<file path="config.mk">
export PLATFORM = sky130hd
export DESIGN_NAME = xsp_round_engine_flat
export DESIGN_NICKNAME = d
export VERILOG_FILES = /design/src/rtl/xsp_round_engine_if.sv /design/src/rtl/xsp_round_engine.sv /design/src/flat_wrapper.sv
export SDC_FILE = /design/constraint.sdc
export NUM_CORES = 1
export LEC_CHECK = 0
export ABC_AREA = 1
export BUFFER_PORTS_ARGS = -buffer_cell sky130_fd_sc_hd__buf_2
export CORE_ASPECT_RATIO = 1.5
export CORE_MARGIN = 2
export CORE_UTILIZATION = 60
export DETAILED_ROUTE_END_ITERATION = 8
export GPL_TIMING_DRIVEN = 0
export PLACE_DENSITY = 0.84
export SYNTH_ARGS = -nofsm -noshare
export SYNTH_HDL_FRONTEND = slang
export SYNTH_SLANG_ARGS = --single-unit
export TNS_END_PERCENT = 30
</file>
<file path="constraint.sdc">
create_clock -name clk -period 3.6 [get_ports clk]
set_input_delay 0.18 -clock clk [delete_from_list [all_inputs] [get_ports clk]]
set_output_delay 0.18 -clock clk [all_outputs]
set_load 0.03 [all_outputs]
</file>
<file path="src/rtl/xsp_round_engine_if.sv">
// Handshake bundle for the XSP round engine: block/key/mode input channel and result output channel.
// Latency: none (wires only).
// Backpressure: in_valid/in_ready on the input side, out_valid/out_ready on the output side.
// Ports: in_valid/in_ready/in_data/in_key/in_mode (source -> engine),
//        out_valid/out_ready/out_data (engine -> sink), busy (engine status).
// Modports: slave = engine side, master = source/sink side.
interface xsp_round_engine_if #(
    parameter int DATA_W = 8
) ();
    logic              in_valid;
    logic              in_ready;
    logic [DATA_W-1:0] in_data;
    logic [DATA_W-1:0] in_key;
    logic              in_mode;
    logic              out_valid;
    logic              out_ready;
    logic [DATA_W-1:0] out_data;
    logic              busy;

    modport slave (
        input  in_valid, in_data, in_key, in_mode, out_ready,
        output in_ready, out_valid, out_data, busy
    );

    modport master (
        output in_valid, in_data, in_key, in_mode, out_ready,
        input  in_ready, out_valid, out_data, busy
    );
endinterface

</file>
<file path="src/rtl/xsp_round_engine.sv">
// Iterative multi-round XOR-Shift-Permutation cipher for 8-bit blocks, one round per clock.
// Latency: block accepted at edge N, result valid after edge N+ROUNDS.
// Backpressure: in_ready only in IDLE; result held in DONE until out_ready, nothing is dropped.
// Ports: clk, rst_n (async active-low); io (slave modport of xsp_round_engine_if):
//        in_valid/in_ready/in_data/in_key/in_mode, out_valid/out_ready/out_data, busy.
// Build option: XSP_KEY_SCHEDULE_EN defined -> per-round key rk_r = rotl(key, r mod 8) ^ r;
//               undefined -> every round uses the latched key unchanged (same latency).
module xsp_round_engine #(
    parameter int ROUNDS = 4,
    parameter int DATA_W = 8
) (
    input  logic               clk,
    input  logic               rst_n,
    xsp_round_engine_if.slave  io
);

    typedef enum logic [1:0] {
        IDLE = 2'd0,
        RUN  = 2'd1,
        DONE = 2'd2
    } state_t;

    // Highest round index; decrypt starts here and counts down.
    localparam logic [7:0] LAST_RND = 8'(ROUNDS - 1);

    state_t            state_q, state_d;
    logic [DATA_W-1:0] x_q, x_d;
    logic [DATA_W-1:0] key_q, key_d;
    logic [DATA_W-1:0] out_data_q, out_data_d;
    logic              mode_q, mode_d;
    logic [7:0]        cnt_q, cnt_d;

    logic [7:0]        rk;
    logic [7:0]        enc_x;
    logic [7:0]        dec_x;
    logic [7:0]        rnd_x;
    logic              last_rnd;

    function automatic logic [7:0] rotl8(input logic [7:0] v, input logic [2:0] n);
        logic [15:0] t;
        t = {v, v} << n;
        return t[15:8];
    endfunction

    function automatic logic [7:0] rotl3(input logic [7:0] v);
        return {v[4:0], v[7:5]};
    endfunction

    function automatic logic [7:0] rotr3(input logic [7:0] v);
        return {v[2:0], v[7:3]};
    endfunction

    function automatic logic [7:0] bitrev(input logic [7:0] v);
        logic [7:0] r;
        for (int i = 0; i < 8; i++) begin
            r[i] = v[7-i];
        end
        return r;
    endfunction

    // Round key for the round currently indexed by the counter.
    always_comb begin
        rk = key_q;
`ifdef XSP_KEY_SCHEDULE_EN
        rk = rotl8(key_q, cnt_q[2:0]) ^ cnt_q;
`else
        rk = key_q;
`endif
    end

    // Decrypt is the exact inverse of the encrypt round: undo P, undo rotl3, undo XOR.
    assign enc_x    = bitrev(rotl3(x_q ^ rk));
    assign dec_x    = rotr3(bitrev(x_q)) ^ rk;
    assign rnd_x    = mode_q ? dec_x : enc_x;
    assign last_rnd = mode_q ? (cnt_q == 8'd0) : (cnt_q == LAST_RND);

    always_comb begin
        state_d    = state_q;
        x_d        = x_q;
        key_d      = key_q;
        mode_d     = mode_q;
        cnt_d      = cnt_q;
        out_data_d = out_data_q;
        case (state_q)
            IDLE: begin
                if (io.in_valid) begin
                    x_d     = io.in_data;
                    key_d   = io.in_key;
                    mode_d  = io.in_mode;
                    cnt_d   = io.in_mode ? LAST_RND : 8'd0;
                    state_d = RUN;
                end
            end
            RUN: begin
                x_d = rnd_x;
                if (last_rnd) begin
                    // Result goes to a dedicated register so out_data stays put
                    // after the transfer while x_q is reused by the next block.
                    out_data_d = rnd_x;
                    state_d    = DONE;
                end else begin
                    cnt_d = mode_q ? (cnt_q - 8'd1) : (cnt_q + 8'd1);
                end
            end
            DONE: begin
                if (io.out_ready) begin
                    state_d = IDLE;
                end
            end
            default: begin
                state_d = IDLE;
            end
        endcase
    end

    always_ff @(posedge clk or negedge rst_n) begin
        if (!rst_n) begin
            state_q    <= IDLE;
            x_q        <= '0;
            key_q      <= '0;
            mode_q     <= 1'b0;
            cnt_q      <= 8'd0;
            out_data_q <= '0;
        end else begin
            state_q    <= state_d;
            x_q        <= x_d;
            key_q      <= key_d;
            mode_q     <= mode_d;
            cnt_q      <= cnt_d;
            out_data_q <= out_data_d;
        end
    end

    assign io.in_ready  = (state_q == IDLE);
    assign io.out_valid = (state_q == DONE);
    assign io.busy      = (state_q != IDLE);
    assign io.out_data  = out_data_q;

endmodule
</file>
<file path="src/flat_wrapper.sv">
// flat-port wrapper written by rule: the top's interface ports become plain ports
module xsp_round_engine_flat 
#(
    parameter int ROUNDS = 4,
    parameter int DATA_W = 8
)
  (clk, rst_n, io_in_valid, io_in_data, io_in_key, io_in_mode, io_out_ready, io_in_ready, io_out_valid, io_out_data, io_busy);
  xsp_round_engine_if #(.DATA_W(DATA_W)) io_i ();
  input  logic clk;
  input  logic rst_n;
  input wire logic [$bits(io_i.in_valid)-1:0] io_in_valid;
  input wire logic [$bits(io_i.in_data)-1:0] io_in_data;
  input wire logic [$bits(io_i.in_key)-1:0] io_in_key;
  input wire logic [$bits(io_i.in_mode)-1:0] io_in_mode;
  input wire logic [$bits(io_i.out_ready)-1:0] io_out_ready;
  output wire logic [$bits(io_i.in_ready)-1:0] io_in_ready;
  output wire logic [$bits(io_i.out_valid)-1:0] io_out_valid;
  output wire logic [$bits(io_i.out_data)-1:0] io_out_data;
  output wire logic [$bits(io_i.busy)-1:0] io_busy;
  assign io_i.in_valid = io_in_valid;
  assign io_i.in_data = io_in_data;
  assign io_i.in_key = io_in_key;
  assign io_i.in_mode = io_in_mode;
  assign io_i.out_ready = io_out_ready;
  assign io_in_ready = io_i.in_ready;
  assign io_out_valid = io_i.out_valid;
  assign io_out_data = io_i.out_data;
  assign io_busy = io_i.busy;
  xsp_round_engine #(.ROUNDS(ROUNDS), .DATA_W(DATA_W)) u_core (.clk(clk), .rst_n(rst_n), .io(io_i));
endmodule
</file>
==> results of run 1 <==
==> state kept, by name, indices dropped and copies added, names as in the netlist <==
register            count
u_core.cnt_q            8
u_core.io.out_data      8
u_core.key_q            8
u_core.mode_q           1
u_core.state_q          2
u_core.x_q              8
==> path summary, 6_finish.rpt <==
kind	start	end	slack, ns	cells past startpoint
max	u_core.mode_q	u_core.cnt_q[6]	1.76	11
min	io_out_ready	u_core.state_q[1]	0.06	2
max reg2reg	u_core.mode_q	u_core.cnt_q[6]	1.76	11
min reg2reg	u_core.io.out_data[4]	u_core.io.out_data[4]	0.47	2
max in group asynchronous	rst_n	u_core.x_q[3]	2.61	2
min in group asynchronous	rst_n	u_core.key_q[7]	0.50	2
==> metrics by stage <==
step           instance area [sq um]   util  setup slack, ns
2_1_floorplan                   2090      -             2.00
3_3_place_gp                    2300  0.679             1.77
3_5_place_dp                    2300  0.679             1.77
4_1_cts                         2420  0.717             1.74
5_1_grt                         2420  0.717             1.54
6_report                        2420  0.717             1.76
==> cell families after synthesis <==
| kind of cell | Yosys count | synth area share |
|---|---|---|
| AND/OR/NAND/NOR | 170 | 0.369 |
| buffers and inverters | 36 | 0.0826 |
| AO/OA/AOI/OAI | 26 | 0.0707 |
| flip-flops | 35 | 0.419 |
| adder cells (fa/ha/maj) | 7 | 0.0455 |
| XOR/XNOR | 3 | 0.0126 |
==> critical path, stage by stage (launching register included) <==
cell and delay, ns:
dfrtp_1 0.51, buf_6 0.21, inv_6 0.06, fa_1 0.36
inv_1 0.08, nand2_1 0.06, nand2_1 0.10, nand3_1 0.11
nand2_1 0.07, nand2_1 0.05, nand3_1 0.07, nand2_1 0.05
==> synthesized netlist by cell type (2+ instances only) <==
master	n
a22oi_1	6
inv_1	26
o21ai_1	7
xor2_1	3
nand2_1	119
a21oi_1	4
ha_1	6
inv_4	3
dfrtp_1	35
nand3_1	25
nor2_1	10
nor2_4	3
nand2_4	5
buf_6	3
buf_2	2
o21ai_0	8
nand3b_1	2
==> layer usage <==
layer	track usage	up-vias	share of wire	routed length, um
met2	0.491	32	0.54	2500
met3	0.0510	8	0.026	121
met1	0.282	896	0.41	1870
met5	0	-	0	0
met4	0.108	0	0.021	94
li1	-	956	-	-
==> power breakdown <==
part	total (mW)	switching [mW]	internal, mW
clock network	0.367	0.143	0.224
logic	1.50	0.943	0.553
registers	0.736	0.140	0.595
total	2.60	1.23	1.37
==> cell type report <==
type                       instances  area share
buffer                             5      0.0181
clock buffer                       6      0.0341
clock inverter                     2      0.0144
inverter                          31      0.0531
multi-input combinational        206       0.429
sequential                        35       0.361
tap                               42      0.0217
timing repair buffer              32      0.0681
==> what timing repair did <==
item	in CTS	in global routing
buffers inserted	0	0
hold buffers	1	0
setup endpoints to repair	0	0
endpoints found under the hold margin	35	0
==> impl_results.md, run 1 <==
* FP Rows at 26
* Layout cell share with drive strength beyond 1 at 0.196
* RSZ-0062 raised after global routing: no
* Initial antenna violation count at 0
* Port bufs at 31
* MaxCap Viol Count at 0
* # DRC at 0
* Tot Pwr at 2.60 mW
* Yosys top cell area share at 0.419
* Die width at 52.2 um
* Maximum vdd drop at a little over 0.6 mV
* Placer Congestion at roughly 0.8
* CP arrival at between 2 and 2.5 ns
* Skew final at around 0.0085 ns
* Ys flop type: dfrtp_1
* Area leader, netlist: dfrtp_1
* Pre-Repair DR Iteration Count at 4
* Die extent in y at 76.3 um
* CTS max path bufs at 2
* Worst slew margin at 0.484
* # clock sinks at 35
* Crit share post-route at 0.511
* Reg clk slew, reported paths at 0.07 ns
* Setup Crit Path Kind: reg -> reg
* Ant diodes at 0
* Footprint of the multi-input gates at about 1000 sq um
* Yosys reg bits at 35
* CP max FO at 9
* Total CTS buffers at 5
* Setup crit start kind: flip-flop
* Gr ovfl total at 0
* Final hold vios at 0
* Post-CTS sizing at 0
* Placed cells at 350
* Status: finished, final reports clean
* Layout Nets at between 300 and 400
* Register area share after synthesis at 0.419
* Vias in the first global route at approximately 1.9k
* Synth area leaders: dfrtp_1, nand2_1, nand3_1
* Pin count of the biggest net entering global routing at 36
* EDFF count, synth at 0
* Fill count at slightly below 300
* Post-Syn Area at 2090 sq um
* Ys async rst share at 1.00
* Worst EP required at about 3.8 ns
* Vias per cell at ~5.3
* Commonest cells after routing, fill and taps aside: nand2_1, dfrtp_1, buf_2
* Slew at the pin closest to its max-slew limit at between 0.7 and 0.8 ns
* Total GRT Usage at 0.267
* Pwr dens at ~1100 nW/um^2
* Worst hold path type: in -> reg
* CTS tree: yes
* ANT nets after route at 0
* Fmax at 543 MHz
* Worst hold margin at approximately 0.064 ns
* DR vias at ~1.9k
* Pins Over Slew Limit at 0
* Ports at 32
* Crit path capture type: flip-flop
* Iteration-0 DRC Markers at between 70 and 80
* DP HPWL at ~3400 um
* Die area at ~4000 sq um
* First-pass GRT wire length at about 8000 um
* Most common cell after layout, fill and taps aside: nand2_1
* Wire per inst at 12.8 um
* Clock tree root buffer cell: clkbuf_8
* Count of different cell masters after synthesis at 27
* CORE AREA at between 3000 and 4000 sq um
* Post-Syn Nets at ~310
* Starting Density at 0.618
* Non-filler instance count after layout at ~360
* Mapped Cells at around 280
* H-tree depth at 2
* P_leak at ~1.4 nW
* Setup TNS at 0 ns
* Reg area at approximately 880 sq um
* Detailed Route WL at roughly 4600 um
* Area growth from synthesis to layout at 16.0%
* Worst skew pair latency at 0.29 ns
* Synth Warn # at 0
* # setup viols final at 0
* Mean area per synthesized cell at between 7 and 8 sq um
* Fin crit period at ~1.8 ns
Power figures use the tool's default switching activity.
==> inputs of run 2 (changes only) <==
- CORE_UTILIZATION: 60 -> 56
- PLACE_DENSITY: 0.84 -> 0.79
- clock period: 3.6 -> 1.8 ns (I/O delays scaled with it)
==> impl_results.md, run 2 (synthesis results as in run 1) <==
* Layout cell share with drive strength beyond 1 at 0.211
* Ports at 32
* End of the worst register-to-register path: u_core.cnt_q[6]
* Switching portion of total power at 0.473
* # clock sinks at 35
* CP max FO at 5
* Reg area at between 800 and 900 sq um
* CTS max path bufs at 2
* CP top delay family: simple AND/OR/NAND/NOR gates
* R2R depth at 8
* Tot Pwr at ~5.3 mW
* Setup crit start kind: flip-flop
* Total GRT Usage at 0.253
* CORE AREA at 3610 sq um
* Die extent in y at just under 80 um
* Pwr dens at about 2100 nW/um^2
* Crit path max-delay cell type: dfrtp_2
* Pre-Repair DR Iteration Count at 4
* Die width at between 50 and 60 um
* Clock tree root buffer cell: clkbuf_8
* R2r startpoint: u_core.mode_q
* Fin crit period at ~1.7 ns
* Worst slew margin at 0.471
* Stages on the worst setup path at 8
* Worst hold path type: in -> reg
* Pin count of the biggest net entering global routing at 36
* Detailed Route WL at 4680 um
* Final Util at 0.687
* CP Buf/Inv Count at 1
* # setup viols final at 0
* Start point of the critical path: u_core.mode_q
* Clk pwr share at 0.134
* Critical Path Most Common Cell: nand2_1
* Sw power at 2.50 mW
* Sequential power share at 0.279
* Die area at between 4000 and 5000 sq um
* First-pass GRT wire length at 8010 um
* Reg2Reg Setup Slack at approximately 0.11 ns
* DP HPWL at around 3400 um
* Combinational group share of total power at 0.587
* Setup crit end: u_core.cnt_q[6]
* Iteration-0 DRC Markers at between 80 and 90
* # DRC at 0
* Maximum vdd drop at around 1.4 mV
* Starting Density at 0.578
* Vias in the first global route at 1906
* Crit path capture type: flip-flop
* Placer Congestion at approximately 0.8
* Vias per cell at about 5.2
* Skew final at between 0.009 and 0.01 ns
* CP arrival at about 1.9 ns
* Commonest cells after routing, fill and taps aside: nand2_1, buf_2, dfrtp_1
* Worst EP required at around 2.0 ns
* Setup Crit Path Kind: reg -> reg
* ANT nets after route at 0
* Area growth from synthesis to layout at 18.8%
* Crit-path cells: buf_4 > ha_1 > or2_2 > nand3_1 > nand2_1 > nand2_1 > nand3_1 > nand2_1
* FP Rows at 27
* Layout Nets at between 300 and 400
* DR vias at 1881
* Gr ovfl total at 0
* Fmax at slightly below 600 MHz
* Port bufs at 31
* Initial antenna violation count at 0
* Most common cell after layout, fill and taps aside: nand2_1
* MaxCap Viol Count at 0
* Reg clk slew, reported paths at 0.07 ns
* CTS tree: yes
* Total CTS buffers at 5
* Fill count at 301
* Wire per inst at 12.8 um
* Pins Over Slew Limit at 0
* Footprint of the multi-input gates at approximately 1100 sq um
* H-tree depth at 2
* Slew at the pin closest to its max-slew limit at just under 0.8 ns
* Internal power at ~2.8 mW
* Crit share post-route at 0.940
* Status: finished, final reports clean
* Worst skew pair latency at roughly 0.29 ns
* Final hold vios at 0
* Delay of the slowest critical-path stage at 0.46 ns
* Ant diodes at 0
* P_leak at 1.41 nW
-- run 2: cell types whose count changed in the layout (fill, tap and decap cells not counted), sizes merged --
cell / before / now
buf: 36 / 39
dlygate4sd3: 1 / 3
clkbuf: 6 / 5
clkinv: 1 / 2
-- run 2: power groups by stage --
stage                     Clock [mW]  Sequential [mW]  Combinational, mW
after floorplan                    0             1.57               2.25
after global placement             0             1.46               2.91
after detailed placement           0             1.47               3.01
after CTS                      0.721             1.47               3.02
after global routing           0.763             1.52               3.60
final                          0.709             1.47               3.10
-- run 2: stage by stage --
step | TNS [ns] | std cells | setup WS (ns) | instance area, sq um | hold WS, ns
2_1_floorplan | 0 | 277 | 0.202 | 2090 | -0.206
3_3_place_gp | -0.0312 | 351 | -0.0312 | 2300 | 0.211
3_5_place_dp | -0.0414 | 351 | -0.0414 | 2300 | 0.217
4_1_cts | 0 | 362 | 0.0119 | 2440 | 0.00155
5_1_grt | -0.000543 | 365 | -0.000543 | 2480 | 0.0199
6_report | 0 | 365 | 0.108 | 2480 | 0.00588
-- run 2: cell type report --
| cell class | count | share of cell area |
|---|---|---|
| Multi-Input combinational cell | 206 | 0.424 |
| Inverter | 31 | 0.0519 |
| Tap cell | 43 | 0.0217 |
| Sequential cell | 35 | 0.354 |
| Clock inverter | 3 | 0.0176 |
| Timing Repair Buffer | 37 | 0.0837 |
| Clock buffer | 5 | 0.0277 |
| Buffer | 5 | 0.0192 |
-- run 2: timing repair --
item | 4_1_cts | 5_1_grt
endpoints found under the setup margin | 1 | 2
hold endpoints to repair | 37 | 0
pin swaps | 0 | 0
resized for setup | 1 | 3
setup buffers | 0 | 3
hold buffers | 3 | 0
-- run 2: worst min-delay path by stage --
stage | from | to | slack (ns) | depth (start not counted)
after CTS | io_in_key[2] | u_core.key_q[2] | 0.002 | 3
after floorplan | rst_n | u_core.cnt_q[0] | -0.21 | 0
after detailed placement | rst_n | u_core.key_q[4] | 0.22 | 1
final | io_in_key[2] | u_core.key_q[2] | 0.006 | 3
after global routing | io_in_data[6] | u_core.x_q[6] | 0.02 | 3
after global placement | rst_n | u_core.key_q[4] | 0.21 | 1
-- run 2: layer usage --
layer,part of all wire,routed length (um),up-vias,GRT usage
li1,-,-,962,-
met1,0.42,1960,872,0.287
met2,0.54,2510,45,0.455
met3,0.037,172,2,0.0432
met4,0.0073,34,0,0.0897
met5,0,0,-,0
-- run 2: tightest hold or removal path, stage by stage --
cell and delay, ns:
buf_2 0.07, nand2_1 0.04, nand2_1 0.05
==> inputs of run 3 (changes only) <==
- ABC_AREA: 1 -> 0
==> impl_results.md, run 3 <==
* Status: complete, but fails checks
* Failing checks: negative setup slack
* Footprint of the multi-input gates at 1130 sq um
* Pre-CTS setup slack at -0.375 ns
* Register area share after synthesis at 0.450
* Reg2Reg Setup Slack at -0.34 ns
* CP Buf/Inv Count at 4
* Reg area at 877 sq um
* FP Rows at 26
* H-tree depth at 2
* Non-filler instance count after layout at a little over 300
* Maximum vdd drop at between 1 and 1.5 mV
* R2R depth at 8
* Die extent in y at 76.2 um
* CORE AREA at ~3400 sq um
* Mean area per synthesized cell at between 9 and 10 sq um
* Detailed Route WL at ~5300 um
* Post-DP Area at between 2000 and 2500 sq um
* Fmax at 466 MHz
* Commonest cells in the netlist: nand2_1, dfrtp_1, o21ai_0
* Pre-Repair DR Iteration Count at 4
* Pwr dens at roughly 2100 nW/um^2
* RSZ-0062 raised after global routing: yes
* Vias in the first global route at roughly 1.7k
* Crit-path cells: buf_8 > nand3b_1 > a2111oi_4 > buf_4 > o21a_1 > buf_6 > inv_2 > a31oi_1
* Yosys reg bits at 35
* Commonest cells after routing, fill and taps aside: nand2_1, dfrtp_1, buf_2
* Worst skew pair latency at 0.29 ns
* Worst slew margin at 0.482
* CP max FO at 8
* Iteration-0 DRC Markers at 46
* Die width at ~52 um
* Ant diodes at 0
* Reg clk slew, reported paths at approximately 0.080 ns
* Fin area at 2650 sq um
* Worst hold margin at approximately 0.0031 ns
* Vias per cell at 5.68
* Critical hold path startpoint: io_in_key[0]
* Synth area leaders: dfrtp_1, nand2_1, ha_1
* CP top delay family: compound AO/OA/AOI/OAI gates
* Layout cell share with drive strength beyond 1 at 0.347
* Synth Warn # at 0
* Worst EP required at ~2 ns
* Gr ovfl total at 0
* Delay of the slowest critical-path stage at around 0.5 ns
* Port bufs at 31
* ANT nets after route at 0
* Skew final at 0.0107 ns
* Hold Path End: u_core.key_q[0]
* Slew at the pin closest to its max-slew limit at 0.776 ns
* MaxCap Viol Count at 0
* Ports at 32
* # clock sinks at 35
* Most common cell after layout, fill and taps aside: nand2_1
* Final Util at 0.783
* Area leader, netlist: dfrtp_1
* Count leader, synth: nand2_1
* Wire per inst at 17.1 um
* P_leak at 1.25 nW
* Placer Congestion at ~0.84
* Count of different cell masters after synthesis at 43
* # setup viols final at 20
* Total CTS buffers at 5
* Post-Syn Nets at ~230
* Setup TNS at -4.16 ns
* Ys async rst share at 1.00
* Ys flop type: dfrtp_1
* Post-Syn Area at between 1500 and 2000 sq um
* Tot Pwr at about 5.7 mW
* Hold depth at 3
* Crit share post-route at 1.19
* R2r startpoint: u_core.mode_q
* Starting Density at 0.576
* Pins Over Slew Limit at 0
* Setup crit start kind: flip-flop
* Pin count of the biggest net entering global routing at 36
* Worst hold path type: in -> reg
* Initial antenna violation count at 0
* EDFF count, synth at 0
* DR vias at roughly 1.7k
* Mapped Cells at 200
* CTS tree: yes
* Total GRT Usage at 0.266
* # DRC at 0
* End of the worst register-to-register path: u_core.cnt_q[0]
* Layout Nets at 292
* Placed cells at 273
* CTS max path bufs at 2
* Fin crit period at between 2 and 2.5 ns
* Yosys top cell area share at 0.450
* Setup Crit Path Kind: reg -> reg
* Area growth from synthesis to layout at 35.9%
* Setup ws final at -0.345 ns
* Die area at 3980 sq um
* CP arrival at 2.36 ns
* Crit path max-delay cell type: dfrtp_2
* DP HPWL at 3190 um
* First-pass GRT wire length at just under 8000 um
* Final hold vios at 0
* Crit path capture type: flip-flop
* Clock tree root buffer cell: clkbuf_8
* Fill count at between 200 and 250
## run 3: timing repair
action | in CTS | in global routing
hold buffers | 6 | 0
pin swaps | 2 | 8
cloned | 0 | 1
endpoints found under the setup margin | 27 | 29
endpoints found under the hold margin | 40 | 0
resized for setup | 6 | 19
setup buffers | 7 | 12
## run 3: worst min-delay path, stage by stage
cell and delay (ns):
buf_2 0.08, nand2_1 0.04, nand2_1 0.05
## run 3: kinds of logic (layout without fill, tap and decap cells)
logic type	after synthesis	after routing	synth area share
xor+xnor	10	10	0.0450
buf+inv	17	82	0.0424
simple gates	75	75	0.179
compound gates	43	43	0.155
mux	13	13	0.0809
fa+ha+maj	7	7	0.0488
flops	35	35	0.450
## run 3: per-layer routing
metal	vias up	GRT usage	wire length [um]	share of wire
li1	816	-	-	-
met1	842	0.325	1950	0.37
met2	63	0.456	2880	0.55
met3	23	0.0412	211	0.040
met4	0	0.105	214	0.041
met5	-	0	0	0
## run 3: power breakdown
| group | internal (mW) | switching (mW) |
|---|---|---|
| Combinational | 1.69 | 1.72 |
| Sequential | 1.16 | 0.363 |
| Clock | 0.448 | 0.294 |
| Total | 3.30 | 2.37 |
## run 3: how the worst max path moves through the flow
stage,start,end,slack [ns],cells after the start
after global routing,u_core.mode_q,u_core.cnt_q[0],-0.39,8
after floorplan,u_core.mode_q,u_core.io.out_data[0],-0.19,6
final,u_core.mode_q,u_core.cnt_q[0],-0.34,8
after global placement,u_core.mode_q,u_core.io.out_data[4],-0.37,6
after CTS,u_core.mode_q,u_core.cnt_q[6],-0.35,8
after detailed placement,u_core.mode_q,u_core.io.out_data[5],-0.38,6
## run 3: layout make-up
type	count	area share
Multi-Input combinational cell	148	0.429
Timing Repair Buffer	57	0.140
Inverter	8	0.0113
Clock inverter	2	0.0132
Tap cell	42	0.0198
Sequential cell	35	0.331
Clock buffer	6	0.0312
Buffer	9	0.0246
